**src/rtl/div_unit_pkg.sv**
```systemverilog
// Shared encodings for the RV32M divide unit.
//   FUNCT3_* : funct3 field values of the four divide/remainder opcodes
//   FUNCT7_MEXT : funct7 value marking the M extension
//   div_state_e : divider control states
package div_unit_pkg;

    localparam logic [2:0] FUNCT3_DIV  = 3'b100;
    localparam logic [2:0] FUNCT3_DIVU = 3'b101;
    localparam logic [2:0] FUNCT3_REM  = 3'b110;
    localparam logic [2:0] FUNCT3_REMU = 3'b111;

    localparam logic [6:0] FUNCT7_MEXT = 7'b0000001;

    typedef enum logic [1:0] {
        DIV_IDLE = 2'd0,
        DIV_BUSY = 2'd1,
        DIV_DONE = 2'd2
    } div_state_e;

endpackage

```
**src/rtl/div_unit.sv**
```systemverilog
// Multi-cycle restoring divider for DIV/DIVU/REM/REMU (one quotient bit per cycle).
// Ports:
//   clk, rst        : clock, synchronous active-high reset
//   start           : EX holds a valid divide instruction
//   funct3          : selects DIV/DIVU/REM/REMU
//   op_a, op_b      : dividend, divisor (sampled only when leaving IDLE)
//   stall           : freezes the front end while the divide is in flight
//   done            : one-cycle pulse, result valid
//   result          : registered quotient or remainder
module div_unit
    import div_unit_pkg::*;
#(
    parameter int unsigned XLEN = 32
) (
    input  logic            clk,
    input  logic            rst,
    input  logic            start,
    input  logic [2:0]      funct3,
    input  logic [XLEN-1:0] op_a,
    input  logic [XLEN-1:0] op_b,
    output logic            stall,
    output logic            done,
    output logic [XLEN-1:0] result
);

    localparam int unsigned CNT_W   = $clog2(XLEN) + 1;
    localparam logic [XLEN-1:0] MIN_NEG = {1'b1, {(XLEN-1){1'b0}}};

    div_state_e       state_q, state_d;
    logic [CNT_W-1:0] count_q, count_d;
    logic [XLEN-1:0]  rem_q, rem_d;
    logic [XLEN-1:0]  quo_q, quo_d;
    logic [XLEN-1:0]  dvs_q, dvs_d;
    logic             neg_quo_q, neg_quo_d;
    logic             neg_rem_q, neg_rem_d;
    logic             is_rem_q, is_rem_d;
    logic [XLEN-1:0]  result_q, result_d;

    logic             op_signed, op_rem, a_neg, b_neg, overflow;
    logic [XLEN:0]    rem_sh, trial;
    logic [XLEN-1:0]  rem_step, quo_step;

    assign op_signed = (funct3 == FUNCT3_DIV) || (funct3 == FUNCT3_REM);
    assign op_rem    = (funct3 == FUNCT3_REM) || (funct3 == FUNCT3_REMU);
    assign a_neg     = op_signed && op_a[XLEN-1];
    assign b_neg     = op_signed && op_b[XLEN-1];
    assign overflow  = op_signed && (op_a == MIN_NEG) && (op_b == '1);

    // One restoring step: shift {rem,quo} left, keep the trial difference if it
    // did not borrow. rem < divisor always holds, so XLEN+1 bits cannot overflow.
    always_comb begin
        rem_sh   = {rem_q, quo_q[XLEN-1]};
        trial    = rem_sh - {1'b0, dvs_q};
        rem_step = trial[XLEN] ? rem_sh[XLEN-1:0] : trial[XLEN-1:0];
        quo_step = {quo_q[XLEN-2:0], ~trial[XLEN]};
    end

    always_comb begin
        state_d   = state_q;
        count_d   = count_q;
        rem_d     = rem_q;
        quo_d     = quo_q;
        dvs_d     = dvs_q;
        neg_quo_d = neg_quo_q;
        neg_rem_d = neg_rem_q;
        is_rem_d  = is_rem_q;
        result_d  = result_q;

        unique case (state_q)
            DIV_IDLE: begin
                if (start) begin
                    is_rem_d = op_rem;
                    if (op_b == '0) begin
                        result_d = op_rem ? op_a : '1;
                        state_d  = DIV_DONE;
                    end else if (overflow) begin
                        result_d = op_rem ? '0 : MIN_NEG;
                        state_d  = DIV_DONE;
                    end else begin
                        quo_d     = a_neg ? -op_a : op_a;
                        dvs_d     = b_neg ? -op_b : op_b;
                        neg_quo_d = a_neg ^ b_neg;
                        neg_rem_d = a_neg;
                        rem_d     = '0;
                        count_d   = CNT_W'(XLEN);
                        state_d   = DIV_BUSY;
                    end
                end
            end
            DIV_BUSY: begin
                rem_d   = rem_step;
                quo_d   = quo_step;
                count_d = count_q - CNT_W'(1);
                if (count_q == CNT_W'(1)) begin
                    // Sign fix-up is applied to this final step's values directly.
                    if (is_rem_q)
                        result_d = neg_rem_q ? -rem_step : rem_step;
                    else
                        result_d = neg_quo_q ? -quo_step : quo_step;
                    state_d = DIV_DONE;
                end
            end
            DIV_DONE: begin
                state_d = DIV_IDLE;
            end
            default: begin
                state_d = DIV_IDLE;
            end
        endcase
    end

    always_ff @(posedge clk) begin
        if (rst) begin
            state_q   <= DIV_IDLE;
            count_q   <= '0;
            rem_q     <= '0;
            quo_q     <= '0;
            dvs_q     <= '0;
            neg_quo_q <= 1'b0;
            neg_rem_q <= 1'b0;
            is_rem_q  <= 1'b0;
            result_q  <= '0;
        end else begin
            state_q   <= state_d;
            count_q   <= count_d;
            rem_q     <= rem_d;
            quo_q     <= quo_d;
            dvs_q     <= dvs_d;
            neg_quo_q <= neg_quo_d;
            neg_rem_q <= neg_rem_d;
            is_rem_q  <= is_rem_d;
            result_q  <= result_d;
        end
    end

    assign stall  = !rst && ((state_q == DIV_IDLE && start) || state_q == DIV_BUSY);
    assign done   = (state_q == DIV_DONE);
    assign result = result_q;

endmodule

```
**config.mk**
```make
export PLATFORM = sky130hd
export DESIGN_NAME = div_unit
export DESIGN_NICKNAME = d
export VERILOG_FILES = /design/src/rtl/div_unit_pkg.sv /design/src/rtl/div_unit.sv
export SDC_FILE = /design/constraint.sdc
export NUM_CORES = 1
export LEC_CHECK = 0
export ABC_AREA = 1
export CORE_MARGIN = 3
export CORE_UTILIZATION = 30
export CTS_CLUSTER_SIZE = 10
export DETAILED_ROUTE_END_ITERATION = 8
export GPL_TIMING_DRIVEN = 0
export PLACE_DENSITY = 0.5
export REMOVE_ABC_BUFFERS = 1
export SLEW_MARGIN = 20
export SYNTH_ARGS = -nofsm -noshare
export SYNTH_HDL_FRONTEND = slang
export SYNTH_SLANG_ARGS = --single-unit
```
**constraint.sdc**
```tcl
create_clock -name clk -period 5.2 [get_ports clk]
set_input_delay 1.3 -clock clk [delete_from_list [all_inputs] [get_ports clk]]
set_output_delay 1.3 -clock clk [all_outputs]
set_load 0.005 [all_outputs]
```
# Yosys cells after proc, flatten, opt, wreduce, memory -nomap -nowiden
# Cells that the tools add are included.
# Widths: inputs -> output; s select.
[op_classes]
add_sub_neg = 6
eq_ne = 13
muxes = 30
n_bitwise = 4
reduce_logical = 18
[ops]
columns = ["cell", "count"]
rows = [
  ["$mux 32", 18],
  ["$pmux 32 s2", 3],
  ["$neg 32->32", 4],
  ["$eq 32x32->1 const B", 2],
  ["$sub 33x32->33", 1],
  ["$logic_not 32->1", 1],
  ["$mux 6", 3],
  ["$pmux 6 s2", 1],
  ["$reduce_and 4->1", 3],
  ["$eq 3x3->1 const B", 3],
  ["$mux 2", 4],
  ["$ne 2x2->1 const B", 4],
  ["$eq 6x1->1 const B", 1],
  ["$logic_and 1x1->1", 6],
  ["$sub 6x1->6 const B", 1],
  ["$pmux 2 s2", 1],
  ["$reduce_and 2->1", 2],
  ["$logic_or 1x1->1", 3],
  ["$ne 3x3->1 const B", 1],
  ["$not 1->1", 3],
  ["$eq 2x1->1 const B", 1],
  ["$eq 2x2->1 const B", 1],
  ["$logic_not 2->1", 1],
  ["$reduce_bool 2->1", 1],
  ["2 further kinds", 2],
]
[totals]
register_bits = 139
in_bits = 70
output_inout_bits = 34

# Logic depth before layout (Yosys ltp)
# Gate-level depths: netlist of run 1.
[depth]
depth_word = 8
depth_mapped = 35
mapped_depth_nobuf = 33

# Worst setup path before layout of run 1
# OpenSTA, ideal clock, no wires.
[synth_timing]
kind = "register to register"
start = "register quo_q[31]"
end = "register result_q[28], in the netlist result[28]"
setup_time_ps = 67
t_arrival_ps = 3759
setup_slack_ps = 1374
path_stages_with_launch = 35
cell_sequence = "dfxtp_1 > inv_1 > ha_1 > inv_1 > fa_1 > nand2_1 > nand2_1 > nand3_1 > nand2_2 > nand2_1 > nand2_2 > nand2_2 > nand3_4 > nand2_4 > buf_6 > buf_6 > ha_1 > inv_1 > nor3_1 > nand2_1 > inv_1 > nand2_1 > inv_1 > nand2_1 > nor2_1 > inv_1 > o21ai_0 > inv_1 > nor2_1 > o21ai_0 > a21oi_1 > nor2_1 > nand2_1 > nand2_1 > a21oi_2"
[synth_between]
elab_chain_cells = 7
[synth_rtl]
columns = ["item", "line", "rtl"]
rows = [
  ["from (decl)", "div_unit.sv:32", "logic [XLEN-1:0] quo_q, quo_d;"],
  ["from (signal assigned)", "div_unit.sv:127", "quo_q <= quo_d;"],
  ["$sub 33x32->33", "div_unit.sv:53", "trial = rem_sh - {1'b0, dvs_q};"],
  ["$mux 32 / $not 1->1 (equally long branches)", "div_unit.sv:54, div_unit.sv:55", ""],
  ["$neg 32->32 (on tied branches)", "div_unit.sv:97, div_unit.sv:99", ""],
  ["$mux 32 (on tied branches)", "div_unit.sv:97, div_unit.sv:99", ""],
  ["$mux 32 (*)", "div_unit.sv:96", "if (is_rem_q)"],
  ["$mux 32 (*)", "div_unit.sv:94", "if (count_q == CNT_W'(1)) begin"],
  ["$pmux 32 s2 (*)", "div_unit.sv:69", "unique case (state_q)"],
  ["to (signal assigned)", "div_unit.sv:132", "result_q <= result_d;"],
  ["to (decl)", "div_unit.sv:37", "logic [XLEN-1:0] result_q, result_d;"],
]
# Mark *: on every way between the ends. The rest lies on a longest branch, timed or not. The select of a mux whose other input is x is not followed.
# A chain may end at the register's enable or synchronous reset.

# Worst setup path in the final report of run 1
[layout_timing]
start = "input port op_a[0]"
end = "register result_q[25], in the netlist result[25]"
[layout_between]
elab_chain_cells = 5
[layout_rtl]
columns = ["item", "line", "rtl"]
rows = [
  ["from (decl)", "div_unit.sv:19", "input logic [XLEN-1:0] op_a,"],
  ["$eq 32x32->1", "div_unit.sv:47", "assign overflow = op_signed && (op_a == MIN_NEG) && (op_b == '1);"],
  ["$logic_and 1x1->1 (2 in a row)", "div_unit.sv:47", ""],
  ["$ne 3x3->1 (no line)", "-", ""],
  ["$reduce_and 4->1 (no line)", "-", ""],
]
# No other way between the ends.

==> results.yml, run 1 <==
status:
  status: "completed"
detailed_routing:
  drt_iter0_drc: 1013
  routed_wl_mm: 43.7
  drtPass1Iterations: 6
  vias: 13736
  drc: 0
  vias_per_cell: 4.99
  avgRoutedWirePerCell_um: 15.9
  ant_nets: 0
placed_design:
  place_congestion: 0.834
  dp.cells: 2720
  port_buffers: 103
  pre_cts_ws_ns: -1.30
  dp_hpwl_mm: 33.8
cts:
  numCtsBuffers: 17
  clockBufferDepth: 2
  ctsRootBufferMaster: "clkbuf_16"
  htree_levels: 4
  hold_buffers: 0
  clock_latency_ns: 0.44
  clk_pin_slew_ns: 0.07
  cts_tree: "yes"
  clkSinkCount: 139
pwr:
  p_total_mw: 6.15
  power_density_nw_per_um2: 421
  leakage_nw: 6.66
  ir_drop_mv: 0.229
setup_path:
  end_kind: "flop"
  reg2reg_depth: 32
  required_ns: 5.59
  r2r_end: "result[28]"
  reg2reg_slack_ns: 0.72
  r2r-start: "quo_q[31]"
  worstPathMaxFanout: 11
  startpoint_type: "input port"
  cp.arrival_ns: 5.36
  critical_path_class: "in -> reg"
logic_synthesis:
  synth_top_cells_by_area: "dfxtp_1 (22%), nand2_1 (19%), inv_1 (8.1%), a21oi_1 (7.8%), nor2_1 (6.8%)"
  avgSynthCellArea_sq_um: 5.72
  ys_types: 56
  syn_area_sq_um: 12400
  synth-seq-area-share_pct: 22.5
  yosys_warnings: 0
  ys_ff_latch: 139
  synth_top_area_share_pct: 22.5
  async_flop_share_pct: 0
  synth_edf_count: 0
  synthFlopType: "dfxtp_1"
  synth_top_cell_by_area: "dfxtp_1"
  netlist_instances: 2166
min_path:
  holdPathEnd: "dvs_q[28]"
  holdPathStages: 2
  min_from: "dvs_q[28]"
  hold_path_class: "reg -> reg"
final_layout:
  fin_nets: 2328
  area.growth.synth_to_final_pct: 17.8
  finalNonFillerCells: 2755
  fin_util_pct: 36.2
  antenna-diode-count: 0
  layout-drive-gt1-share_pct: 5.96
sta:
  fin_tns_setup_ns: 0
  worst_slew_pin_slew_ns: 1.09
  timing.final.max_slew_violations: 0
  finalClockSkew_ns: 0.00871
  max-slew-margin-rel_pct: 26.9
  hold_viol: 0
  fmaxAchievable_mhz: 201
  setup_violations: 0
  period_share_pct: 95.4
  finalCriticalPeriod_ns: 4.96
  finalWorstSetupSlack_ns: 0.237
floorplan:
  core_sq_um: 40300
  dieArea_sq_um: 43800
  initial_core_util_pct: 30.7
  io_pins: 104
  dieWidth_um: 209
  chipHeight_um: 209
  num_rows: 73
global_routing:
  overflow: 0
  grt_pass1_wl_mm: 69.0
  grt_pass1_vias: 12513
  gr-usage-all-layers_pct: 19.6
  grt_max_degree: 69
  antenna_found_initial: 0
job:
  drv_cap: 0
==> worst max-delay path by stage <==
stage / from / to / slack [ns] / cells after the start
2_1_floorplan: state_q[1] / count_q[5] / -0.48 / 10
3_3_place_gp: state_q[1] / quo_q[31] / -4.93 / 8
3_5_place_dp: op_a[0] / result[25] / -1.30 / 19
4_1_cts: op_a[0] / result[25] / 0.09 / 19
5_1_grt: op_a[0] / result[25] / -0.0002 / 19
6_report: op_a[0] / result[25] / 0.24 / 19
==> routing by layer <==
metal / global-route usage (%) / share of wire, % / routed length (um) / vias to the layer above
li1: - / - / - / 7136
met1: 27.4 / 48 / 21000 / 6281
met2: 32.6 / 47 / 20600 / 296
met5: 0 / 0 / 0 / -
met4: 3.56 / 0.95 / 416 / 0
met3: 2.45 / 3.9 / 1720 / 23
==> registers in the layout (all words and copies together) (netlist names) <==
signal	flops
result	32
neg_quo_q	1
quo_q	32
is_rem_q	1
dvs_q	32
rem_q	32
neg_rem_q	1
count_q	6
state_q	2
==> layout make-up <==
| class | instances | area (sq um) |
|---|---|---|
| multi-input cells | 1665 | 8250 |
| flip-flops and latches | 139 | 2790 |
| clock inverters | 12 | 148 |
| fillers | 4419 | 25700 |
| well taps | 525 | 657 |
| inverters | 281 | 1060 |
| repair buffers | 114 | 1230 |
| clock buffers | 19 | 453 |
==> stage by stage <==
step	hold WS (ns)	area (sq um)
6_report	0.461	14600
5_1_grt	0.486	14600
4_1_cts	0.461	14500
3_5_place_dp	0.452	13900
3_3_place_gp	0.453	13700
2_1_floorplan	0.430	12000
==> critical path: stages <==
cell             delay (ns)
clkdlybuf4s50_1        0.60
inv_1                  0.16
ha_1                   0.18
inv_1                  0.06
nor3_2                 0.19
nand3_1                0.18
nor3_2                 0.25
nand2_1                0.21
nor4_2                 0.30
nand3_1                0.16
nand3_1                0.19
nand3_2                0.16
inv_1                  0.14
nand2_2                0.28
nor2_4                 0.37
inv_1                  0.21
nor2_1                 0.21
nand2_1                0.12
nand2_1                0.07
==> cell usage after synthesis (all sizes together), types with 26 or more instances <==
| cell type | n |
|---|---|
| dfxtp | 139 |
| ha | 39 |
| nand3 | 172 |
| nand2 | 660 |
| nor3 | 34 |
| buf | 26 |
| nor2 | 231 |
| o21ai | 155 |
| clkbuf | 56 |
| a21oi | 198 |
| inv | 278 |
| xor2 | 36 |
==> power by group <==
part / switching (mW) / internal [mW]
combinational: 2.44 / 1.11
clock: 0.526 / 0.773
sequential: 0.113 / 1.18
==> placed cells by master, fill, tap and decap left out, types with 6 or more instances in the layout <==
cell type / count
clkbuf_16: 17
a21oi_1: 193
xor2_1: 36
nand2_2: 33
o21ai_1: 17
ha_1: 39
nand3_1: 166
nor3_1: 30
nand4_1: 25
dfxtp_1: 136
or2_2: 6
clkdlybuf4s50_1: 102
a31oi_1: 21
o211ai_1: 22
nand3b_1: 6
nor4_1: 9
xnor2_1: 10
nor2_1: 221
nand2_1: 622
o21ai_0: 136
inv_2: 11
a211oi_1: 7
inv_1: 265
==> what timing repair did <==
action | in CTS | in global routing
pin swaps | 0 | 2
setup endpoints to repair | 21 | 22
gates resized for setup | 4 | 5
cloned | 0 | 1
buffers inserted | 0 | 3
==> cell families (layout without fill, tap and decap cells) <==
kind of cell    after synthesis  count (layout)  synth area share (%)
compound gates              429             429                  19.0
buf+inv                     363             426                  11.5
xor+xnor                     46              46                  3.25
fa+ha+maj                    40              40                  4.10
simple gates               1149            1150                  39.7
flops                       139             139                  22.5
Power figures use the tool's default switching activity.
==> run 2: changes to the inputs <==
- TNS_END_PERCENT: not set -> 20
==> results of run 2 <==
No change in the layout: final DEF, timing and power equal those of run 1.
